$ cat src/rtl/vga_sync_gen.sv
// Free-running VGA raster timing generator: pixel/line counters with sync, blanking
// and line/frame markers, all aligned to the position currently on (hpos, vpos).
module vga_sync_gen #(
  parameter int   CNT_W    = 32'd10,
  parameter int   H_ACTIVE = 32'd640,
  parameter int   H_FP     = 32'd16,
  parameter int   H_SYNC   = 32'd96,
  parameter int   H_BP     = 32'd48,
  parameter int   V_ACTIVE = 32'd480,
  parameter int   V_FP     = 32'd10,
  parameter int   V_SYNC   = 32'd2,
  parameter int   V_BP     = 32'd33,
  parameter logic SYNC_POL = 1'b0
) (
  input  logic             clk,
  input  logic             rst_n,
  input  logic             ena,
  output logic [CNT_W-1:0] hpos,
  output logic [CNT_W-1:0] vpos,
  output logic             hsync,
  output logic             vsync,
  output logic             display_on,
  output logic             line_start,
  output logic             frame_start
);

  localparam int H_TOTAL = H_ACTIVE + H_FP + H_SYNC + H_BP;
  localparam int V_TOTAL = V_ACTIVE + V_FP + V_SYNC + V_BP;

  localparam logic [CNT_W-1:0] ONE      = CNT_W'(32'd1);
  localparam logic [CNT_W-1:0] H_LAST   = CNT_W'(H_TOTAL - 32'd1);
  localparam logic [CNT_W-1:0] V_LAST   = CNT_W'(V_TOTAL - 32'd1);
  localparam logic [CNT_W-1:0] H_VIS    = CNT_W'(H_ACTIVE);
  localparam logic [CNT_W-1:0] V_VIS    = CNT_W'(V_ACTIVE);
  localparam logic [CNT_W-1:0] HS_START = CNT_W'(H_ACTIVE + H_FP);
  localparam logic [CNT_W-1:0] HS_END   = CNT_W'(H_ACTIVE + H_FP + H_SYNC);
  localparam logic [CNT_W-1:0] VS_START = CNT_W'(V_ACTIVE + V_FP);
  localparam logic [CNT_W-1:0] VS_END   = CNT_W'(V_ACTIVE + V_FP + V_SYNC);

  logic [CNT_W-1:0] hpos_q, hpos_d;
  logic [CNT_W-1:0] vpos_q, vpos_d;
  logic             hsync_q, hsync_d;
  logic             vsync_q, vsync_d;
  logic             disp_q, disp_d;

  // Next position plus decode of that next position, so outputs stay aligned to counters
  always_comb begin
    hpos_d  = hpos_q;
    vpos_d  = vpos_q;
    hsync_d = hsync_q;
    vsync_d = vsync_q;
    disp_d  = disp_q;
    if (ena) begin
      if (hpos_q == H_LAST) begin
        hpos_d = '0;
        if (vpos_q == V_LAST) begin
          vpos_d = '0;
        end else begin
          vpos_d = vpos_q + ONE;
        end
      end else begin
        hpos_d = hpos_q + ONE;
        vpos_d = vpos_q;
      end
      hsync_d = ((hpos_d >= HS_START) && (hpos_d < HS_END)) ? SYNC_POL : ~SYNC_POL;
      vsync_d = ((vpos_d >= VS_START) && (vpos_d < VS_END)) ? SYNC_POL : ~SYNC_POL;
      disp_d  = (hpos_d < H_VIS) && (vpos_d < V_VIS);
    end else begin
      hpos_d  = hpos_q;
      vpos_d  = vpos_q;
      hsync_d = hsync_q;
      vsync_d = vsync_q;
      disp_d  = disp_q;
    end
  end

  // Counter and decoded-output registers; reset parks the raster at (0,0)
  always_ff @(posedge clk or negedge rst_n) begin
    if (!rst_n) begin
      hpos_q  <= '0;
      vpos_q  <= '0;
      hsync_q <= ~SYNC_POL;
      vsync_q <= ~SYNC_POL;
      disp_q  <= 1'b1;
    end else begin
      hpos_q  <= hpos_d;
      vpos_q  <= vpos_d;
      hsync_q <= hsync_d;
      vsync_q <= vsync_d;
      disp_q  <= disp_d;
    end
  end

  assign hpos        = hpos_q;
  assign vpos        = vpos_q;
  assign hsync       = hsync_q;
  assign vsync       = vsync_q;
  assign display_on  = disp_q;
  assign line_start  = (hpos_q == '0);
  assign frame_start = (hpos_q == '0) && (vpos_q == '0);

endmodule
$ cat config.mk
export PLATFORM = sky130hd
export DESIGN_NAME = vga_sync_gen
export DESIGN_NICKNAME = d
export VERILOG_FILES = /design/src/rtl/vga_sync_gen.sv
export SDC_FILE = /design/constraint.sdc
export NUM_CORES = 1
export LEC_CHECK = 0
export CORE_UTILIZATION = 50
export CTS_CLUSTER_SIZE = 12
export DETAILED_ROUTE_END_ITERATION = 7
export GPL_TIMING_DRIVEN = 0
export PLACE_DENSITY = 0.81
export SETUP_SLACK_MARGIN = 0.2
export SLEW_MARGIN = 20
export SYNTH_ARGS = -nofsm -noshare
export SYNTH_HDL_FRONTEND = slang
export SYNTH_SLANG_ARGS = --single-unit
$ cat constraint.sdc
create_clock -name clk -period 2.8 [get_ports clk]
set_clock_uncertainty 0.2 [all_clocks]
set_input_delay 0.42 -clock clk [delete_from_list [all_inputs] [get_ports clk]]
set_output_delay 0.42 -clock clk [all_outputs]
set_load 0.01 [all_outputs]
==> summary.md, run 1 <==
| Metric | Value |
|---|---|
| Routability cong. | 0.875 |
| Cell row count | 20 |
| Peak per-stage delay on the critical path | 0.44 ns |
| Residual DRC | 0 |
| Syn_nets | 199 |
| Slowest-stage cell, CP | dfrtp_2 |
| Comb pwr share | 0.439 |
| Synthesized flop and latch total | 23 |
| Grt total ovfl | 0 |
| Critical path cell sequence | or3_4 -> and4bb_2 -> and4_1 -> clkdlybuf4s15_1 |
| CTS H-tree lvls | 1 |
| Ys flop type | dfrtp_1 |
| Initial antenna violation count | 0 |
| Hpwl dp | 2920 um |
| WS Path Type | flip-flop to primary output |
| Fin Hold WS | a little over 0.3 ns |
| Drt pass-1 iters | 4 |
| Worst Path Arrival | 1.94 ns |
| Core area | 0.00315 sq mm |
| Clock buffer depth | 2 |
| Initial DRC Count | 61 |
| Final Hold Fails | 0 |
| CP top delay family | simple AND/OR/NAND/NOR gates |
| Synth-to-layout area growth | 23.2% |
| Vias in the first global route | 1432 |
| Clock share of power | 0.157 |
| Multi-input logic area | 978 sq um |
| Vias per cell | 5.92 |
| P per Cell Area | 489 mW/mm^2 |
| Hold WC Path Type | flip-flop to flip-flop |
| Slew Viols, Final | 0 |
| Layout fillers | 279 |
| Int Pwr | 0.000650 W |
| LEAKAGE | between 0.7 and 0.8 nW |
| FF+latch area | 584 sq um |
| Clock latency on the worst-skew pair | roughly 0.33 ns |
| Sequential share of power | 0.403 |
| Final core utilization | 0.669 |
| Required time of the critical path | about 2.2 ns |
| Sw Ratio | 0.370 |
| Fin crit share | 0.915 |
| Port Buffers | 26 |
| Worst IR Drop VDD | 0.248 mV |
| Status | finished clean |
| Drt total wl | 4170 um |
| R2R depth | 6 |
| Hold path cells | 2 |
| Share of cells above drive strength 1 | 0.199 |
| Async SR Flop Fraction | 1.00 |
| Tmin final | between 2 and 3 ns |
| Worst-path clk slew | 0.12 ns |
| Largest net degree at the start of global routing | 24 |
| Commonest non-fill, non-tap cell in the layout | clkdlybuf4s50_1 |
| Synth Instances | 192 |
| Most frequent cells in the layout | 23 x clkdlybuf4s50_1, 16 x dfrtp_1, 15 x nand2_1, 15 x o21ai_0, 13 x nor2_1 |
| Total of max-cap violations | 0 |
| EDFF count, synth | 0 |
| Buf+Inv Stages, Crit Path | 1 |
| CP max FO | 5 |
| Distinct cells, synth | 54 |
| Gr usage total | 0.254 |
| Via count | 1598 |
| Root Driver | clkbuf_4 |
| Setup TNS | 0 ns |
| IO Pins | 28 |
| Num CTS Buffers | 3 |
| Final antenna-violating net count | 0 |
| Switching pwr | 0.000382 W |
| Syn Area/Cell | 8.92 sq um |
| WP depth | 4 |
| WL/cell | 15.4 um |
| Unrepaired setup endpoints after global routing | no |
| Startpoint types | flip-flop |
| Die Area | 0.00366 sq mm |
| Initial Util | 0.543 |
| Die height | 60.5 um |
| CTS tree | built |
| CTS Sinks | 23 |
| Endpoints failing setup | 0 |
| First-pass GRT wire length | 6910 um |
| Nets@finish | about 230 |
| Fmax | 0.390 GHz |
| Inserted Diodes | 0 |
| Placed cell count | between 200 and 300 |
| Cell area after synthesis | 0.00171 sq mm |
| Rel. slew slack | 0.642 |
| Post-synthesis sequential area ratio | 0.338 |
| Die X | between 60 and 70 um |
| Worst-Margin Slew | ~0.54 ns |
| CP endpoint kind | primary output |
| Non-filler instance count after layout | 270 |
| Count of warnings emitted by yosys | 0 |
## layout make-up
class	count	area share
multi-input cells	142	0.464
flip-flops and latches	23	0.277
inverters	10	0.0178
plain buffers	17	0.0670
well taps	44	0.0261
clock buffers	4	0.0125
repair buffers	30	0.136
## flip-flops by register name (all words and copies together), names as in the netlist
register,cells
vsync,1
hpos,10
hsync,1
vpos,10
display_on,1
## cell families after synthesis
family          Yosys count  share of synthesized area
simple gates             78                      0.267
compound gates           50                      0.207
buf+inv                  27                      0.104
flops                    23                      0.338
xor+xnor                  7                     0.0358
fa+ha+maj                 4                     0.0292
mux                       3                     0.0183
## per-layer routing
metal,global-route usage,up-vias,wire length (um)
met5,0,-,0
met4,0.0877,0,50
met3,0.0299,5,216
met2,0.399,53,1990
met1,0.363,766,1920
li1,-,774,-
## synthesized netlist by cell type, types with 2 or more instances
cell type  number  area, sq um
ha_1            4         50.1
mux2i_1         2         20.0
a22o_1          2         17.5
clkbuf_8        2         27.5
dfrtp_1        20          500
o31ai_1         4         30.0
o21ai_0        15         75.1
nand3b_1        2         15.0
nor4_1          5         31.3
o211ai_1        2         15.0
nand2b_1        2         12.5
and3_1          3         18.8
clkbuf_1        3         11.3
a21oi_1         7         35.0
nand4_1         6         37.5
buf_4           2         15.0
o22ai_1         2         12.5
o41ai_1         2         17.5
nor2b_1         4         25.0
inv_1          10         37.5
nor3_1          5         25.0
dfstp_2         3         78.8
nor3b_1         2         15.0
a31oi_1         3         18.8
a21o_2          2         17.5
buf_2           4         20.0
nor2_1         13         48.8
a41oi_1         2         17.5
nand2_1        15         56.3
xnor2_1         6         52.6
buf_6           5         56.3
nand3_1        11         55.1
## worst register-to-register path, stage by stage (launching register included)
cell and delay [ns]:
dfrtp_1 0.49, ha_1 0.32, nand4_1 0.28, nor4b_1 0.24, o211ai_1 0.28, a2111oi_4 0.13
o41ai_1 0.43
## power groups by stage
stage	Sequential, W	Clock (W)	Combinational (W)
floorplan	0.000446	0	0.000240
global placement	0.000434	0	0.000378
detailed placement	0.000436	0	0.000390
CTS	0.000414	0.000168	0.000435
global route	0.000422	0.000174	0.000489
finish	0.000416	0.000162	0.000453
## timing repair
item / in CTS / in global routing
setup buffers: 2 / 1
resized for setup: 4 / 7
endpoints found under the setup margin: 2 / 11
hold buffers: 0 / 1
pin swaps: 0 / 1
hold endpoints to repair: 0 / 20
## worst paths after layout
check	startpoint	end	slack [ns]
max in group asynchronous	rst_n	hpos[6]	1.61
worst max-delay path	hpos[5]	frame_start	0.24
worst max register to register	vpos[0]	display_on	0.33
worst min-delay path	vsync	vsync	0.30
worst min register to register	vsync	vsync	0.30
min in group asynchronous	rst_n	vpos[0]	0.39
## through the flow
step	instance area, sq um	power [W]	setup slack (ns)
floorplan	1710	0.000685	0.615
global placement	2030	0.000811	0.220
detailed placement	2030	0.000826	0.210
CTS	2070	0.00102	0.203
global route	2110	0.00109	0.204
finish	2110	0.00103	0.237
Power figures use the tool's default switching activity.
==> run 2: changes to the inputs <==
--- a/config.mk
+++ b/config.mk
@@ -5,11 +5,11 @@
 export SDC_FILE = /design/constraint.sdc
 export NUM_CORES = 1
 export LEC_CHECK = 0
-export CORE_UTILIZATION = 50
+export CORE_UTILIZATION = 30
 export CTS_CLUSTER_SIZE = 12
 export DETAILED_ROUTE_END_ITERATION = 7
 export GPL_TIMING_DRIVEN = 0
-export PLACE_DENSITY = 0.81
+export PLACE_DENSITY = 0.56
 export SETUP_SLACK_MARGIN = 0.2
 export SLEW_MARGIN = 20
 export SYNTH_ARGS = -nofsm -noshare
==> run 2 against run 1 <==
Count of clock-buffer cells in the layout is 1 lower. First-iteration DRC count grew 39%. Total power grew 5.6%. Via count fell by 2.9%. Critical path depth unchanged. Clock power rose by 35%. Sequential power barely moved. Critical path type unchanged.
==> summary.md, run 2 (synthesis results as in run 1) <==
| Metric | Value |
|---|---|
| Initial DRC Count | 85 (+39%) |
| Status | finished clean |
| Setup TNS | 0 ns (unchanged) |
| Core area | 0.00551 sq mm (+75%) |
| Worst-path clk slew | 0.09 ns (-0.03 ns) |
| Inserted Diodes | 0 (unchanged) |
| First-pass GRT wire length | 6980 um (+1.1%) |
| CTS H-tree lvls | 1 (unchanged) |
| Hpwl dp | 3000 um (+2.7%) |
| Nets@finish | 235 (+0.43%) |
| Largest net degree at the start of global routing | 24 (unchanged) |
| Sw Ratio | 0.353 (-0.0170) |
| Total power | 0.00109 W (+5.6%) |
| Drt pass-1 iters | 4 (unchanged) |
| Final Hold Fails | 0 (unchanged) |
| Port Buffers | 26 (unchanged) |
| Fmax | 0.403 GHz (+3.3%) |
| Sequential share of power | 0.380 (-0.023) |
| LEAKAGE | 0.805 nW (+2.4%) |
| Hold path cells | 2 (unchanged) |
| Unrepaired setup endpoints after global routing | no |
| Gr usage total | 0.146 (-0.108) |
| Critical path cell sequence | or3_4 -> and4bb_2 -> and4_1 -> dlygate4sd2_1 |
| Via count | 1552 (-2.9%) |
| P per Cell Area | 505 mW/mm^2 (+3.2%) |
| Total of max-cap violations | 0 (unchanged) |
| CTS tree | built |
| Comb pwr share | 0.419 (-0.020) |
| Rel. slew slack | 0.641 (-0.00106) |
| Worst Path Arrival | 1.86 ns (-0.08 ns) |
| WL/cell | 14.3 um (-7.1%) |
| Slew Viols, Final | 0 (unchanged) |
| Initial Util | 0.311 (-0.232) |
| Residual DRC | 0 (unchanged) |
| Clock latency on the worst-skew pair | 0.27 ns (-0.06 ns) |
| Fin crit share | 0.886 (-0.0296) |
| Cell row count | 27 (+35%) |
| Endpoints failing setup | 0 (unchanged) |
| Final antenna-violating net count | 0 (unchanged) |
| Die X | 77.6 um (+28%) |
| Slowest-stage cell, CP | dfrtp_2 |
| Die height | 77.6 um (+28%) |
| Drt total wl | 4290 um (+2.9%) |
| Vias per cell | 5.19 (-12%) |
| Hold WC Path Type | flip-flop to flip-flop |
| CP Launch Point | hpos[6] |
| R2r endpoint | display_on |
| Switching pwr | 0.000385 W (+0.74%) |
| Initial antenna violation count | 0 (unchanged) |
| Root Driver | clkbuf_8 |
| Tmin final | 2.48 ns (-0.0828 ns) |
| Int Pwr | 0.000704 W (+8.4%) |
| Routability cong. | 0.848 (-3.0%) |
| Clock buffer depth | 2 (unchanged) |
| R2R depth | 7 (+1) |
| Most frequent cells in the layout | 23 x clkdlybuf4s50_1, 16 x dfrtp_1, 15 x nand2_1, 15 x o21ai_0, 13 x nor2_1 |
| WS Path Type | flip-flop to primary output |
| CTS Sinks | 23 (unchanged) |
| CP endpoint kind | primary output |
| Startpoint types | flip-flop |
| R2R Path Start | vpos[7] |
| IO Pins | 28 (unchanged) |
| Vias in the first global route | 1388 (-3.1%) |
| Reg2reg setup slack | 0.34 ns (about the same) |
| Grt total ovfl | 0 (unchanged) |
| Peak per-stage delay on the critical path | 0.42 ns (-0.02 ns) |
| Share of cells above drive strength 1 | 0.198 (-0.000877) |
| Synth-to-layout area growth | 26.0% |
| Commonest non-fill, non-tap cell in the layout | clkdlybuf4s50_1 |
| Critical Path Sink | frame_start |
| Worst IR Drop VDD | 0.301 mV (+22%) |
| Die Area | 0.00602 sq mm (+64%) |
| CP max FO | 2 (-3) |
| Clock share of power | 0.201 (+0.044) |
| Worst-Margin Slew | 0.539 ns (+0.00159 ns) |
| Required time of the critical path | 2.18 ns (about the same) |
| Num CTS Buffers | 3 (unchanged) |
==> run 2: layout make-up <==
cell class	instances	area, sq um
Inverter	10	37.5
Tap cell	72	90.1
Multi-Input combinational cell	142	966
Timing Repair Buffer	31	293
Fill cell	566	3350
Sequential cell	23	584
Buffer	17	141
Clock buffer	3	41.3
Clock inverter	1	5.00
==> run 2: through the flow <==
step                utilization  cells  area (sq um)  setup WS (ns)  hold slack, ns
floorplan                     -    192          1710          0.615         -0.0756
global placement          0.375    290          2060          0.176           0.288
detailed placement        0.375    290          2060          0.186           0.280
CTS                       0.389    298          2140          0.244           0.305
global route              0.392    299          2160          0.224           0.314
finish                    0.392    299          2160          0.320           0.296
==> run 2: worst min path at each step <==
stage                     startpoint    endpoint  slack (ns)
after floorplan                rst_n     hpos[0]       -0.08
after global placement    display_on  display_on        0.29
after detailed placement  display_on  display_on        0.28
after CTS                 display_on  display_on        0.31
after global routing      display_on  display_on        0.31
final                     display_on  display_on        0.30
==> run 2: worst max-delay path, delay by kind of cell (launching register included) <==
kind                   cells  cell delay (ns)
and+or+nand+nor            3             0.90
buffers and inverters      1             0.27
DFF                        1             0.42
==> run 2: per-layer routing <==
metal	track usage	vias up	wire, um
met3	0.0118	2	163
li1	-	772	-
met2	0.221	45	1930
met5	0	-	0
met1	0.218	733	2180
met4	0.0453	0	15
==> run 2: power groups by stage <==
stage               sequential [W]  clock [W]  combinational (W)
floorplan                 0.000446          0           0.000240
CTS                       0.000412   0.000226           0.000445
detailed placement        0.000435          0           0.000387
global placement          0.000435          0           0.000385
global route              0.000420   0.000237           0.000495
finish                    0.000414   0.000219           0.000456
==> run 2: what timing repair did <==
item | 4_1_cts | 5_1_grt
hold buffers | 0 | 1
endpoints found under the setup margin | 2 | 9
gates resized for setup | 4 | 4
pin swaps | 2 | 0
buffers inserted | 4 | 0
hold endpoints to repair | 0 | 20
